[src/rtl/ui_pkg.sv]
// Shared encodings for the multi-line call UI: line states, command opcodes,
// remote event opcodes and a width helper.
package ui_pkg;

  typedef enum logic [2:0] {
    LINE_IDLE     = 3'd0,
    LINE_RINGING  = 3'd1,
    LINE_OUTGOING = 3'd2,
    LINE_ACTIVE   = 3'd3,
    LINE_HELD     = 3'd4
  } line_state_t;

  typedef enum logic [2:0] {
    CMD_NONE      = 3'd0,
    CMD_DIAL      = 3'd1,
    CMD_ACCEPT    = 3'd2,
    CMD_REJECT    = 3'd3,
    CMD_HANGUP    = 3'd4,
    CMD_HOLD      = 3'd5,
    CMD_RESUME    = 3'd6,
    CMD_VOICEMAIL = 3'd7
  } cmd_op_t;

  localparam logic REM_ANSWER = 1'b0;
  localparam logic REM_HANGUP = 1'b1;

  // Ceiling log2, never below 1 so the result is always a legal vector width.
  function automatic int clog2(input int value);
    int r;
    r = 0;
    while (r < 31 && (1 << r) < value) r++;
    if (r < 1) r = 1;
    return r;
  endfunction

endpackage

[src/rtl/block_list.sv]
// Small CAM of blocked caller addresses. Entries fill in order; a duplicate
// or an add while full is ignored, and clear wins over add.
module block_list
  import ui_pkg::*;
#(
  parameter int BLOCK_DEPTH = 8,
  parameter int ADDR_W      = 8
) (
  input  logic              clk,
  input  logic              reset,
  input  logic              add,
  input  logic              clear,
  input  logic [ADDR_W-1:0] addr_in,
  input  logic [ADDR_W-1:0] query_addr,
  output logic              hit,
  output logic              full
);

  localparam int IW = clog2(BLOCK_DEPTH);
  localparam int CW = clog2(BLOCK_DEPTH + 1);

  logic [ADDR_W-1:0]      entry_reg [BLOCK_DEPTH];
  logic [CW-1:0]          count_reg;
  logic [BLOCK_DEPTH-1:0] add_match;
  logic [BLOCK_DEPTH-1:0] query_match;

  genvar gi;
  generate
    for (gi = 0; gi < BLOCK_DEPTH; gi++) begin : g_cam
      logic live;
      assign live            = count_reg > CW'(gi);
      assign add_match[gi]   = live && (entry_reg[gi] == addr_in);
      assign query_match[gi] = live && (entry_reg[gi] == query_addr);
    end
  endgenerate

  assign hit  = |query_match;
  assign full = (count_reg == CW'(BLOCK_DEPTH));

  always_ff @(posedge clk) begin
    if (reset || clear) begin
      count_reg <= '0;
    end else if (add && !full && !(|add_match)) begin
      entry_reg[count_reg[IW-1:0]] <= addr_in;
      count_reg                    <= count_reg + 1'b1;
    end
  end

endmodule

[src/rtl/multiline_call_ui.sv]
// Multi-line call UI: per-line call state, ring timeout with voicemail
// fallback, call blocking and a single-slot valid/ready command channel.
module multiline_call_ui
  import ui_pkg::*;
#(
  parameter int NUM_LINES    = 4,
  parameter int ADDR_W       = 8,
  parameter int BLOCK_DEPTH  = 8,
  parameter int RING_TIMEOUT = 27000000
) (
  input  logic                          clk,
  input  logic                          reset,
  input  logic                          sys_ready,
  input  logic                          btn_up,
  input  logic                          btn_down,
  input  logic                          btn_left,
  input  logic                          btn_right,
  input  logic                          btn_enter,
  input  logic [ADDR_W-1:0]             dial_addr,
  input  logic                          vm_enable,
  input  logic                          block_add,
  input  logic                          block_clear,
  input  logic                          inc_valid,
  output logic                          inc_ready,
  input  logic [clog2(NUM_LINES)-1:0]   inc_line,
  input  logic [ADDR_W-1:0]             inc_addr,
  input  logic                          rem_valid,
  input  logic                          rem_op,
  input  logic [clog2(NUM_LINES)-1:0]   rem_line,
  output logic                          cmd_valid,
  input  logic                          cmd_ready,
  output logic [2:0]                    cmd_op,
  output logic [clog2(NUM_LINES)-1:0]   cmd_line,
  output logic [ADDR_W-1:0]             cmd_addr,
  output logic [clog2(NUM_LINES)-1:0]   focus,
  output logic [3*NUM_LINES-1:0]        line_state,
  output logic                          block_full
);

  localparam int LW = clog2(NUM_LINES);
  localparam int CW = clog2(RING_TIMEOUT);
  localparam logic [CW-1:0] TMAX = CW'(RING_TIMEOUT - 1);

  logic                 run_reg;
  logic [LW-1:0]        focus_reg, focus_next;
  line_state_t          line_reg [NUM_LINES];
  line_state_t          line_next [NUM_LINES];
  logic [ADDR_W-1:0]    addr_reg [NUM_LINES];
  logic [ADDR_W-1:0]    addr_next [NUM_LINES];
  logic [CW-1:0]        ring_cnt_reg [NUM_LINES];
  logic [NUM_LINES-1:0] ring_restart;

  logic                 cmd_valid_reg;
  cmd_op_t              cmd_op_reg;
  logic [LW-1:0]        cmd_line_reg;
  logic [ADDR_W-1:0]    cmd_addr_reg;

  logic                 slot_free, inc_accept, blk_hit;
  logic                 issue, timeout_hit;
  cmd_op_t              new_op, btn_op;
  logic [LW-1:0]        new_line;
  logic [ADDR_W-1:0]    new_addr;
  line_state_t          focus_state, btn_state;

  block_list #(.BLOCK_DEPTH(BLOCK_DEPTH), .ADDR_W(ADDR_W)) u_block_list (
    .clk        (clk),
    .reset      (reset),
    .add        (block_add),
    .clear      (block_clear),
    .addr_in    (dial_addr),
    .query_addr (inc_addr),
    .hit        (blk_hit),
    .full       (block_full)
  );

  assign slot_free  = !cmd_valid_reg || cmd_ready;
  assign inc_accept = run_reg && !reset && inc_valid && slot_free;
  assign inc_ready  = inc_accept;

  // Sources are applied in priority order to a working copy of the line
  // table, so each lower source sees the effect of the higher ones.
  always_comb begin
    line_next    = line_reg;
    addr_next    = addr_reg;
    ring_restart = '0;
    focus_next   = focus_reg;
    issue        = 1'b0;
    timeout_hit  = 1'b0;
    new_op       = CMD_NONE;
    new_line     = '0;
    new_addr     = '0;
    btn_op       = CMD_NONE;
    btn_state    = LINE_IDLE;
    focus_state  = LINE_IDLE;

    if (rem_valid && int'(rem_line) < NUM_LINES) begin
      if (rem_op == REM_HANGUP) begin
        line_next[rem_line] = LINE_IDLE;
      end else if (line_next[rem_line] == LINE_OUTGOING) begin
        for (int i = 0; i < NUM_LINES; i++)
          if (line_next[i] == LINE_ACTIVE) line_next[i] = LINE_HELD;
        line_next[rem_line] = LINE_ACTIVE;
      end
    end

    if (inc_accept) begin
      if (blk_hit || int'(inc_line) >= NUM_LINES || line_next[inc_line] != LINE_IDLE) begin
        issue    = 1'b1;
        new_op   = CMD_REJECT;
        new_line = inc_line;
        new_addr = inc_addr;
      end else begin
        line_next[inc_line]    = LINE_RINGING;
        addr_next[inc_line]    = inc_addr;
        ring_restart[inc_line] = 1'b1;
      end
    end

    if (run_reg && slot_free && !issue) begin
      for (int i = 0; i < NUM_LINES; i++) begin
        if (!timeout_hit && !ring_restart[i] && line_reg[i] == LINE_RINGING &&
            line_next[i] == LINE_RINGING && ring_cnt_reg[i] == TMAX) begin
          timeout_hit  = 1'b1;
          issue        = 1'b1;
          new_op       = vm_enable ? CMD_VOICEMAIL : CMD_REJECT;
          new_line     = LW'(i);
          new_addr     = addr_next[i];
          line_next[i] = LINE_IDLE;
        end
      end
    end

    // Only the highest-priority pulse acts; up moves towards higher line numbers.
    if (run_reg) begin
      focus_state = line_next[focus_reg];
      if (btn_enter) begin
        case (focus_state)
          LINE_IDLE:    begin btn_op = CMD_DIAL;   btn_state = LINE_OUTGOING; end
          LINE_RINGING: begin btn_op = CMD_ACCEPT; btn_state = LINE_ACTIVE;   end
          LINE_ACTIVE:  begin btn_op = CMD_HANGUP; btn_state = LINE_IDLE;     end
          LINE_HELD:    begin btn_op = CMD_HANGUP; btn_state = LINE_IDLE;     end
          default: ;
        endcase
      end else if (btn_right) begin
        case (focus_state)
          LINE_RINGING: begin btn_op = CMD_ACCEPT; btn_state = LINE_ACTIVE; end
          LINE_ACTIVE:  begin btn_op = CMD_HOLD;   btn_state = LINE_HELD;   end
          LINE_HELD:    begin btn_op = CMD_RESUME; btn_state = LINE_ACTIVE; end
          default: ;
        endcase
      end else if (btn_left) begin
        case (focus_state)
          LINE_RINGING:  begin btn_op = CMD_REJECT; btn_state = LINE_IDLE; end
          LINE_OUTGOING: begin btn_op = CMD_HANGUP; btn_state = LINE_IDLE; end
          default: ;
        endcase
      end else if (btn_up) begin
        focus_next = (focus_reg == LW'(NUM_LINES - 1)) ? '0 : focus_reg + 1'b1;
      end else if (btn_down) begin
        focus_next = (focus_reg == '0) ? LW'(NUM_LINES - 1) : focus_reg - 1'b1;
      end

      if (btn_op != CMD_NONE && slot_free && !issue) begin
        if (btn_state == LINE_ACTIVE)
          for (int i = 0; i < NUM_LINES; i++)
            if (line_next[i] == LINE_ACTIVE) line_next[i] = LINE_HELD;
        line_next[focus_reg] = btn_state;
        if (btn_op == CMD_DIAL) addr_next[focus_reg] = dial_addr;
        issue    = 1'b1;
        new_op   = btn_op;
        new_line = focus_reg;
        new_addr = addr_next[focus_reg];
      end
    end
  end

  always_ff @(posedge clk) begin
    if (reset) begin
      run_reg       <= 1'b0;
      focus_reg     <= '0;
      cmd_valid_reg <= 1'b0;
      cmd_op_reg    <= CMD_NONE;
      cmd_line_reg  <= '0;
      cmd_addr_reg  <= '0;
      for (int i = 0; i < NUM_LINES; i++) begin
        line_reg[i]     <= LINE_IDLE;
        addr_reg[i]     <= '0;
        ring_cnt_reg[i] <= '0;
      end
    end else begin
      if (sys_ready) run_reg <= 1'b1;
      focus_reg <= focus_next;
      for (int i = 0; i < NUM_LINES; i++) begin
        line_reg[i] <= line_next[i];
        addr_reg[i] <= addr_next[i];
        // Counter saturates at TMAX so a timeout stuck behind a busy slot stays pending.
        if (line_reg[i] == LINE_RINGING && line_next[i] == LINE_RINGING && !ring_restart[i])
          ring_cnt_reg[i] <= (ring_cnt_reg[i] == TMAX) ? ring_cnt_reg[i] : ring_cnt_reg[i] + 1'b1;
        else
          ring_cnt_reg[i] <= '0;
      end
      if (issue) begin
        cmd_valid_reg <= 1'b1;
        cmd_op_reg    <= new_op;
        cmd_line_reg  <= new_line;
        cmd_addr_reg  <= new_addr;
      end else if (cmd_valid_reg && cmd_ready) begin
        cmd_valid_reg <= 1'b0;
      end
    end
  end

  assign cmd_valid = cmd_valid_reg;
  assign cmd_op    = cmd_op_reg;
  assign cmd_line  = cmd_line_reg;
  assign cmd_addr  = cmd_addr_reg;
  assign focus     = focus_reg;

  genvar gi;
  generate
    for (gi = 0; gi < NUM_LINES; gi++) begin : g_state
      assign line_state[gi*3 +: 3] = line_reg[gi];
    end
  endgenerate

endmodule

[config.mk]
export PLATFORM = sky130hd
export DESIGN_NAME = multiline_call_ui
export DESIGN_NICKNAME = d
export VERILOG_FILES = /design/src/rtl/ui_pkg.sv /design/src/rtl/block_list.sv /design/src/rtl/multiline_call_ui.sv
export SDC_FILE = /design/constraint.sdc
export NUM_CORES = 1
export LEC_CHECK = 0
export CAP_MARGIN = 5
export CORE_ASPECT_RATIO = 0.8
export CORE_MARGIN = 8
export CORE_UTILIZATION = 45
export CTS_CLUSTER_SIZE = 8
export DETAILED_ROUTE_END_ITERATION = 10
export PLACE_DENSITY = 0.73
export SLEW_MARGIN = 0
export SYNTH_ARGS = -nofsm -noshare
export SYNTH_HDL_FRONTEND = slang
export SYNTH_SLANG_ARGS = --single-unit
[constraint.sdc]
create_clock -name clk -period 6.2 [get_ports clk]
set_input_delay 1.86 -clock clk [delete_from_list [all_inputs] [get_ports clk]]
set_output_delay 1.86 -clock clk [all_outputs]
set_load 0.005 [all_outputs]
# Word level (Yosys, flattened, before mapping)
# Memories as Yosys holds them, arrays and structs flattened.
# Index checks and enable logic that the tools add are counted.
[totals] mem_bits_rw=164 output_inout_bits=30 mem_count=2 register_bits=65 word_cells=364 rom_bits=0 latchBits=0
[mem_list] memory="ring_cnt_reg" words=4 word_bits=25 read_ports=4 rd_clocked_by_memory_dff=0 wr=4 line_no="multiline_call_ui.sv:50" text="logic [CW-1:0] ring_cnt_reg [NUM_LINES];"
[mem_list] memory="u_block_list.entry_reg" words=8 word_bits=8 read_ports=8 rd_clocked_by_memory_dff=0 wr=1 line_no="block_list.sv:22" text="logic [ADDR_W-1:0] entry_reg [BLOCK_DEPTH];"
[op_classes] n_reduce_logical=80 n_div=0 n_bitwise=22 magnitude_cmp=16 mul=0 eq_ne=49 n_addsub=7 n_shift=0 muxes=173
[op_table] op="two-way mux 25 bit" n=12
[op_table] op="two-way mux 32 bit" n=7
[op_table] op="two-way mux 3 bit" n=48
[op_table] op="two-way mux 12 bit" n=11
[op_table] op="equality test 8 bit" n=16
[op_table] op="two-way mux 8 bit" n=13
[op_table] op="adder 25 x 1 -> 25 bit (second input constant)" n=4
[op_table] op="equality test 25 bit (second input constant)" n=4
[op_table] op="bitwise mux 32 bit" n=2
[op_table] op="logical AND 1 bit" n=53
[op_table] op="two-way mux 1 bit" n=47
[op_table] op="equality test 3 x 1 -> 1 bit (second input constant)" n=14
[op_table] op="equality test 3 x 2 -> 1 bit (second input constant)" n=12
[op_table] op="demux 8 bit (select 2 bit)" n=2
[op_table] op="two-way mux 2 bit" n=15
[op_table] op="binary-select mux 3 bit (select 2 bit)" n=3
[op_table] op="demux 3 bit (select 2 bit)" n=3
[op_table] op="case mux 3 bit (3 select lines)" n=2
[op_table] op="binary-select mux 8 bit (select 2 bit)" n=1
[op_table] op="> comparator 4 x 3 -> 1 bit (second input constant)" n=4
[op_table] op="OR reduction 8 bit" n=2
[op_table] op="zero test 1 bit" n=13
[op_table] op="AND 12 bit" n=1
[op_table] op="bitwise mux 12 bit" n=1
[op_table] op="other kinds (33)" n=57

# Longest topological paths before layout
# Gate-level depths: netlist of the first run.
[depth] depth_word=71 mapped_depth=20 depth_no_buf=15

# Hierarchy
# From an unflattened synthesis of the first run, not the netlist that was laid out.
[unflattened] cells_unflattened=1520 area_unflattened_um2=14883.0
[modules_own_cells] module="multiline_call_ui" cells_each=1203 area_each_um2=10976.8 instances=1
[modules_own_cells] module="block_list" cells_each=317 area_each_um2=3906.2 instances=1

# Worst setup path after synthesis of the first run
# OpenSTA, ideal clock, no wires.
[synth_timing] path_type="input to register" from="input port rem_line[1]" to="memory ring_cnt_reg[2][0] (netlist name), enable pin" setup_ns=0.391 path_buffers=3 stages=16 arrival_time_ns=6.299 setup_slack_ns=-0.490 required_ns=5.809 path_cell_list="buf_2 nor2b_1 nor4_2 o22ai_1 or3_1 nor4_2 a31oi_2 o32a_1 a211o_1 buf_2 a21o_1 a21bo_1 a31o_1 or4_1 buf_2 or4b_1"
[synth_rtl] element="from (decl)" line_no="multiline_call_ui.sv:29" text="input logic [clog2(NUM_LINES)-1:0] rem_line,"
[synth_rtl] element="to (decl)" line_no="multiline_call_ui.sv:50"

==> results.env, run 1 <==
WIRE_PER_INST_UM=20.9
DESIGN.DIE.AREA_SQ_UM=38200
STD_CELL_ROWS=58
GLOBAL_ROUTE_WIRE_LENGTH_BEFORE_REPAIR_UM=69800
TOTAL_DETAILED_ROUTING_WIRELENGTH_UM=45200
TOTAL_COUNT_OF_MAX_TRANSITION_VIOLATIONS_IN_THE_FINAL_REPORT=0
AREA_GROWTH_PCT=27.1
NETLIST_AREA_SQ_UM=14500
WORST_HOLD_SLACK_NS=0.504
WORST_SKEW_PAIR_LATENCY_NS=0.53
WORST_EP_REQUIRED_TIME_NS=6.43
CP_CELL_SEQUENCE='dlygate4sd2_1, buf_4, xnor2_1, nand4_1, nor3_1, or4_4, buf_6, nor4_4, a31oi_4, o32a_1, a211o_1, a21o_1, a21bo_1, a31o_1, or4_4, or4b_4'
FMAX_MHz=163
CELL_AREA_POWER_DENSITY_nW_PER_UM2=218
TIMING.REG2REG.WORST_PATH_DEPTH=16
FINALHOLDVIOLCOUNT=0
ROUTE.ANTENNA.REMAINING_NETS=0
LAYOUT.AREA.SEQ_SQ_UM=6230
YOSYSSEQAREASHARE_PCT=43.0
PLACEMENT.IO_BUFFERS=64
FINISH.NET_COUNT=1760
MAX-CLOCK-PATH-BUFFERS=3
SYNTH-MAIN-FF-CELL='edfxtp_1'
HOLD_PATH.CLASS='register to register'
FIRST_GLOBAL_VIAS=12700
DATA_ARRIVAL_TIME_OF_THE_CRITICAL_PATH_NS=6.37
DETAIL_ROUTE.FIRST_PASS.ITERATIONS=6
MIN_TO='cmd_op[2]$_SDFFE_PP0P_'
GRT_ANTENNA_BEFORE_REPAIR=0
DIE_X_UM=217
DRT_DRC_VIOLATIONS_LEFT=0
GP_CONGESTION=0.972
SYNTH-ASYNC-RESET-RATIO_PCT=0
DRT_ITER0_DRC=1460
CLOCK_PIN_SLEW_REPORTED_FOR_THE_WORST_SETUP_AND_HOLD_PATHS_AFTER_CLOCK_TREE_SYNTHESIS_NS=0.05
TIMING.MAX_CAP.VIOLATIONS=0
TRITONCTS_CLOCK_TREE='done'
POST-ROUTE-MIN-PERIOD_NS=6.14
WORSTPATHMAXFANOUT=6
HOLD_DEPTH=2
FP.DIEH_UM=176
FINAL-SETUP-VIOL-COUNT=0
WORST_PATH_MAX_DELAY_CELL='or4b_4'
PIN_COUNT_OF_THE_BIGGEST_NET_ENTERING_GLOBAL_ROUTING=70
WORST_SETUP_PATH_END_KIND='register'
PLACE_HPWL_UM=30200
LAYOUT_WORST_PATH_CYCLE_SHARE_PCT=99.0
MIN-DELAY-START='cmd_op[2]$_SDFFE_PP0P_'
AVGSYNTHCELLAREA_SQ_UM=9.79
CRIT_TOP_CELL='or4_4'
VIA_COUNT=13100
POST_ROUTE_CELLS_DRIVE_ABOVE_1_SHARE_PCT=20.6
SYNTH-SEQ-CELLS=229
FILLCELLCOUNT=2681
YS.WARNINGS.COUNT=0
FIN_SKEW_NS=0.0299
R2R_END='ring_cnt_reg[3][3]$_SDFFCE_PP0P_'
VIAS_PER_STD_CELL=6.09
MULTI_INPUT_COMB_AREA_SQ_UM=8230
CLOCK_SINKS=229
R2R_START='ring_cnt_reg[1][18]$_SDFFCE_PP0P_'
RELSLEWSLACK_PCT=18.5
NETLIST-CELL-TYPE-COUNT=90
CTS_BUFFERS=34
GRT.TOTAL_USAGE_PCT=22.4
TIMING_WORST_SLEW_PIN_VALUE_NS=1.21
SYNTHESIZED_NETS=1527
VDD_IR_MAX_mV=0.163
SYNTH_CELLS=1480
CRITICAL_PATH.MAX_STAGE_DELAY_NS=0.64
FIN_SETUP_TNS_NS=0
INITIAL_CORE_UTIL_PCT=45.9
TOTAL_LEAKAGE_POWER_nW=6.35
GLOBALROUTEOVERFLOWTOTAL=0
RUN_STATUS='finished, final reports clean'
REG2REG_SLACK_NS=0.84
LARGEST_REG_FLOPS=100
TIMING.CRITICAL_PATH.FROM_TYPE='input pin'
ROOT_BUFFER='clkbuf_16'
IOS=65
H-TREE-DEPTH=2
PLACEABLECOREAREA_SQ_UM=31600
CRITICALPATHCATEGORY='input pin to register'
SYNTH_ENABLE_FLOP_CELLS=164
ANTENNA_CELL_COUNT=0
==> routing by layer <==
metal | vias to the layer above | track usage (%) | routed length, um
li1 | 6011 | - | -
met1 | 6335 | 32.4 | 20400
met2 | 697 | 33.5 | 19500
met3 | 99 | 3.61 | 4050
met4 | 0 | 7.88 | 1210
met5 | - | 0 | 0
==> per-stage QoR <==
stage                     util (%)  total power, mW  setup WS (ns)  std cells  instance area, sq um
after floorplan                  -             1.98        -0.0803       1480                 14600
after global placement        53.4             2.23         -0.644       2066                 16900
after CTS                     57.4             4.00        0.00170       2143                 18100
final                         58.3             4.01         0.0615       2159                 18400
after detailed placement      53.4             2.23         -0.670       2066                 16900
after global routing          58.3             4.13        -0.0452       2159                 18400
==> cells in the mapped netlist, types with 25 or more instances <==
library cell | n | share of area (%)
edfxtp_1 | 164 | 34
xnor2_1 | 159 | 9.6
nor2_1 | 143 | 3.7
nor3_1 | 91 | 3.1
nand2_1 | 82 | 2.1
nand3_1 | 66 | 2.3
dfxtp_1 | 65 | 9.0
xor2_1 | 65 | 3.9
mux2i_1 | 61 | 4.2
nor4_1 | 61 | 2.6
clkbuf_1 | 60 | 1.6
nand4_1 | 43 | 1.9
a21oi_1 | 41 | 1.4
and3_1 | 26 | 1.1
inv_1 | 25 | 0.65
o21ai_0 | 25 | 0.86
==> logic make-up after synthesis <==
logic type / synth area share (%)
muxes: 6.78
AOI/OAI and AO/OA: 9.60
xor gates and xnor gates: 13.5
and+or+nand+nor: 22.7
adders and majority gates: 1.04
DFF: 43.0
buffers and inverters: 3.34
==> layout make-up <==
class	instances	share of cell area, %
multi-input combinational	1148	44.7
clock inverter	3	0.340
tap	420	2.85
timing repair buffer	273	12.6
inverter	27	0.551
sequential	229	33.8
clock buffer	59	5.13
==> critical path: cells and delay by family <==
kind                   cells  cell delay (ns)
AND/OR/NAND/NOR            6             2.14
AO/OA/AOI/OAI              6             1.53
buffers and inverters      3             0.76
XOR/XNOR                   1             0.06
==> layout by cell type (no fill, tap or decap), drive strengths merged, types with 50 or more instances in the layout <==
| cell | instances |
|---|---|
| xor2 | 65 |
| nand2 | 82 |
| xnor2 | 159 |
| clkdlybuf4s50 | 50 |
| edfxtp | 164 |
| mux2i | 61 |
| buf | 210 |
| dfxtp | 65 |
| nor4 | 65 |
| nand3 | 66 |
| clkbuf | 60 |
| nor2 | 143 |
| nor3 | 95 |
==> how the worst max path moves through the flow <==
stage                     start                                end  slack (ns)  depth (start not counted)
finish              inc_addr[2]  ring_cnt_reg[2][14]$_SDFFCE_PP0P_        0.06                         16
global route        inc_addr[4]  ring_cnt_reg[2][14]$_SDFFCE_PP0P_       -0.05                         16
CTS                   rem_valid   ring_cnt_reg[2][2]$_SDFFCE_PP0P_       0.002                         15
detailed placement  rem_line[1]  ring_cnt_reg[0][12]$_SDFFCE_PP0P_       -0.67                         17
global placement    inc_addr[2]   ring_cnt_reg[2][0]$_SDFFCE_PP0P_       -0.64                         16
floorplan           inc_addr[1]   ring_cnt_reg[2][0]$_SDFFCE_PP0P_       -0.08                         14
==> power by group <==
| group | switching, mW | leakage, nW | internal, mW |
|---|---|---|---|
| sequential | 0.0209 | 2.34 | 1.65 |
| clock | 0.711 | 0.474 | 1.04 |
| combinational | 0.332 | 3.54 | 0.259 |
| total | 1.06 | 6.35 | 2.95 |
==> timing repair <==
item | in CTS | in global routing
gates resized for setup | 37 | 35
setup endpoints to repair | 100 | 191
pin swaps | 21 | 36
gates cloned | 11 | 3
hold buffers | 0 | 0
hold endpoints to repair | 0 | 0
buffers inserted | 4 | 13
No activity file was read; power rests on OpenSTA's default activity.
==> run 2: changes to the inputs <==
- GPL_ROUTABILITY_DRIVEN: unset -> 0
==> results.env, run 2 (synthesis gave the netlist of run 1 again) <==
GRT_ANTENNA_BEFORE_REPAIR=0  # unchanged
LAYOUT_WORST_PATH_CYCLE_SHARE_PCT=98.3  # was 99.0%
FINISH.NET_COUNT=1744  # was 1760
GLOBAL_ROUTE_WIRE_LENGTH_BEFORE_REPAIR_UM=68600  # was 69800 um
STD_CELL_ROWS=58  # unchanged
DESIGN.DIE.AREA_SQ_UM=38200  # unchanged
FIN_SKEW_NS=0.0286  # was 0.0299 ns
FIRST_GLOBAL_VIAS=12500  # was 12700
HOLD_PATH.CLASS='register to register'  # unchanged
PLACEMENT.IO_BUFFERS=64  # unchanged
DP_SLACK_NS=-0.766  # was -0.670 ns
CRITPATHLAUNCH='rem_line[1]'  # was inc_addr[2]
TOTAL_LEAKAGE_POWER_nW=6.30  # was 6.35 nW
H-TREE-DEPTH=2  # unchanged
DETAIL_ROUTE.FIRST_PASS.ITERATIONS=6  # unchanged
FINAL_CELLS=2141  # was 2159
VIA_COUNT=13100  # about the same
GLOBALROUTEOVERFLOWTOTAL=0  # unchanged
FMAX_MHz=164  # was 163 MHz
POWER.SHARE.SWITCHING_PCT=26.2  # was 26.5%
IOS=65  # unchanged
MIN-DELAY-START='cmd_line[1]$_SDFFE_PP0P_'  # was cmd_op[2]$_SDFFE_PP0P_
FINAL-SETUP-VIOL-COUNT=0  # unchanged
AREA_GROWTH_PCT=26.6  # was 27.1%
FP.DIEH_UM=176  # unchanged
TIMING.CRITICAL_PATH.FROM_TYPE='input pin'  # unchanged
FINISH.UTILIZATION_PCT=58.1  # was 58.3%
FILLCELLCOUNT=2635  # was 2681
P_INT_mW=2.96  # was 2.95 mW
TRITONCTS_CLOCK_TREE='done'  # unchanged
FINALHOLDVIOLCOUNT=0  # unchanged
HOLD_DEPTH=2  # unchanged
TIMING_WORST_SLEW_PIN_VALUE_NS=1.13  # was 1.21 ns
VDD_IR_MAX_mV=0.192  # was 0.163 mV
MET2WIRELENGTH_UM=19200  # was 19500 um
DRT-MET1-WL_UM=19300  # was 20400 um
POST-ROUTE-MIN-PERIOD_NS=6.09  # was 6.14 ns
ANTENNA_CELL_COUNT=0  # unchanged
WORST_HOLD_SLACK_NS=0.501  # was 0.504 ns
P_SW_mW=1.05  # was 1.06 mW
PLACE_HPWL_UM=29600  # was 30200 um
R2R_START='u_block_list.count_reg[1]$_SDFFE_PP0P_'  # was ring_cnt_reg[1][18]$_SDFFCE_PP0P_
DRT_ITER0_DRC=1739  # was 1460
CLOCK_POWER_SHARE_PCT=43.9  # was 43.7%
TOTAL_DETAILED_ROUTING_WIRELENGTH_UM=44500  # was 45200 um
CTS_BUFFERS=34  # unchanged
POST_ROUTE_CELLS_DRIVE_ABOVE_1_SHARE_PCT=20.1  # was 20.6%
DATA_ARRIVAL_TIME_OF_THE_CRITICAL_PATH_NS=6.33  # was 6.37 ns
COMMONEST_NON_FILL_NON_TAP_CELLS_IN_THE_LAYOUT='178 x buf_4, 164 x edfxtp_1, 159 x xnor2_1, 142 x nor2_1, 90 x nor3_1'  # was 191 x buf_4, 164 x edfxtp_1, 159 x xnor2_1, 142 x nor2_1, 90 x nor3_1
CRITICALPATHCATEGORY='input pin to register'  # unchanged
GRT.TOTAL_USAGE_PCT=22.0  # was 22.4%
TIMING.MAX_CAP.VIOLATIONS=0  # unchanged
INITIAL_CORE_UTIL_PCT=45.9  # unchanged
SHARE_COMB_OF_TOTAL_POWER_PCT=14.4  # was 14.7%
TOP_SIGNAL_LAYER_USED='met4'  # unchanged
WORST_SKEW_PAIR_LATENCY_NS=0.53  # about the same
RUN_STATUS='finished, final reports clean'  # unchanged
LARGEST_REG_FLOPS=100  # unchanged
FIN_TOTAL_PWR_mW=4.01  # about the same
DIE_X_UM=217  # unchanged
PLACEABLECOREAREA_SQ_UM=31600  # unchanged
VIAS_PER_STD_CELL=6.10  # was 6.09
POWER.SHARE.SEQUENTIAL_PCT=41.7  # was 41.6%
FIN_SETUP_TNS_NS=0  # unchanged
WORST_SETUP_PATH_END_KIND='register'  # unchanged
DRT_DRC_VIOLATIONS_LEFT=0  # unchanged
WIRE_PER_INST_UM=20.8  # was 20.9 um
PIN_COUNT_OF_THE_BIGGEST_NET_ENTERING_GLOBAL_ROUTING=70  # unchanged
TOTAL_COUNT_OF_MAX_TRANSITION_VIOLATIONS_IN_THE_FINAL_REPORT=0  # unchanged
R2R_END='ring_cnt_reg[2][16]$_SDFFCE_PP0P_'  # was ring_cnt_reg[3][3]$_SDFFCE_PP0P_
RELSLEWSLACK_PCT=23.9  # was 18.5%
TIMING.REG2REG.WORST_PATH_DEPTH=16  # unchanged
MET3ROUTEDLENGTH_UM=4800  # was 4050 um
ROUTE.ANTENNA.REMAINING_NETS=0  # unchanged
CLOCK_SINKS=229  # unchanged
FINAL_AREA_SQ_UM=18300  # was 18400 sq um
MIN_TO='cmd_line[1]$_SDFFE_PP0P_'  # was cmd_op[2]$_SDFFE_PP0P_
ROOT_BUFFER='clkbuf_16'  # unchanged
REG2REG_SLACK_NS=1.03  # was 0.84 ns
MAX-CLOCK-PATH-BUFFERS=3  # unchanged
CTS_HOLD_BUF=0  # unchanged
WORST_EP_REQUIRED_TIME_NS=6.44  # was 6.43 ns
CLOCK_PIN_SLEW_REPORTED_FOR_THE_WORST_SETUP_AND_HOLD_PATHS_AFTER_CLOCK_TREE_SYNTHESIS_NS=0.05  # about the same
DPL_CELL_AREA_SQ_UM=16800  # was 16900 sq um
LAYOUT_SETUP_WS_NS=0.107  # was 0.0615 ns
WORSTPATHMAXFANOUT=7  # was 6
FINAL_COMMON_CELL='buf_4'  # unchanged
CELL_AREA_POWER_DENSITY_nW_PER_UM2=218  # about the same
PLACE_INST=2050  # was 2066
[run 2: cell count changes in the layout (fill, tap and decap cells not counted), sizes merged, moves of 2 or more]
cell          delta
clkinv           -2
inv              +2
clkbuf           -2
or4              -3
dlygate4sd2      -5
dlymetal6s2s     +3
buf             -12
[run 2: how the worst max path moves through the flow]
stage                                                   end  slack [ns]
after CTS                 ring_cnt_reg[2][16]$_SDFFCE_PP0P_       0.009
after global routing      ring_cnt_reg[2][17]$_SDFFCE_PP0P_       -0.01
after detailed placement   ring_cnt_reg[2][2]$_SDFFCE_PP0P_       -0.77
after global placement     ring_cnt_reg[2][2]$_SDFFCE_PP0P_       -0.69
final                     ring_cnt_reg[2][16]$_SDFFCE_PP0P_        0.11
after floorplan            ring_cnt_reg[2][0]$_SDFFCE_PP0P_       -0.08
[run 2: critical path, stage by stage]
cell and delay [ns]:
dlygate4sd2_1 0.24, buf_6 0.14, mux4_2 0.56, buf_4 0.17, o31ai_4 0.27, o22ai_2 0.13
a22oi_2 0.23, a31oi_4 0.16, o32a_1 0.43, a211o_1 0.36, a21o_1 0.20, a21bo_1 0.21
a31o_1 0.23, or4_4 0.55, or4b_4 0.59
[run 2: final cells by class]
class	count	area [sq um]	area share, %
Clock inverter	3	33.8	0.184
Multi-Input combinational cell	1144	8220	44.9
Clock buffer	57	958	5.23
Sequential cell	229	6230	34.0
Tap cell	420	526	2.87
Timing Repair Buffer	261	2270	12.4
Inverter	27	101	0.553
[run 2: metal layers]
metal,global-route usage (%),vias to the layer above
li1,-,5963
met3,5.54,101
met2,32.0,710
met5,0,-
met1,31.3,6276
met4,7.96,0
[run 2: power by group through the flow]
stage	Sequential (mW)	Combinational, mW	Clock [mW]
floorplan	1.69	0.288	0
global placement	1.70	0.514	0
detailed placement	1.70	0.524	0
CTS	1.67	0.540	1.78
global route	1.67	0.611	1.84
finish	1.67	0.577	1.76
[run 2: repair_timing]
| action | CTS | global route |
|---|---|---|
| gates cloned | 8 | 2 |
| resized for setup | 20 | 48 |
| pin swaps | 12 | 26 |
| setup buffers | 5 | 16 |
| setup endpoints to repair | 100 | 202 |
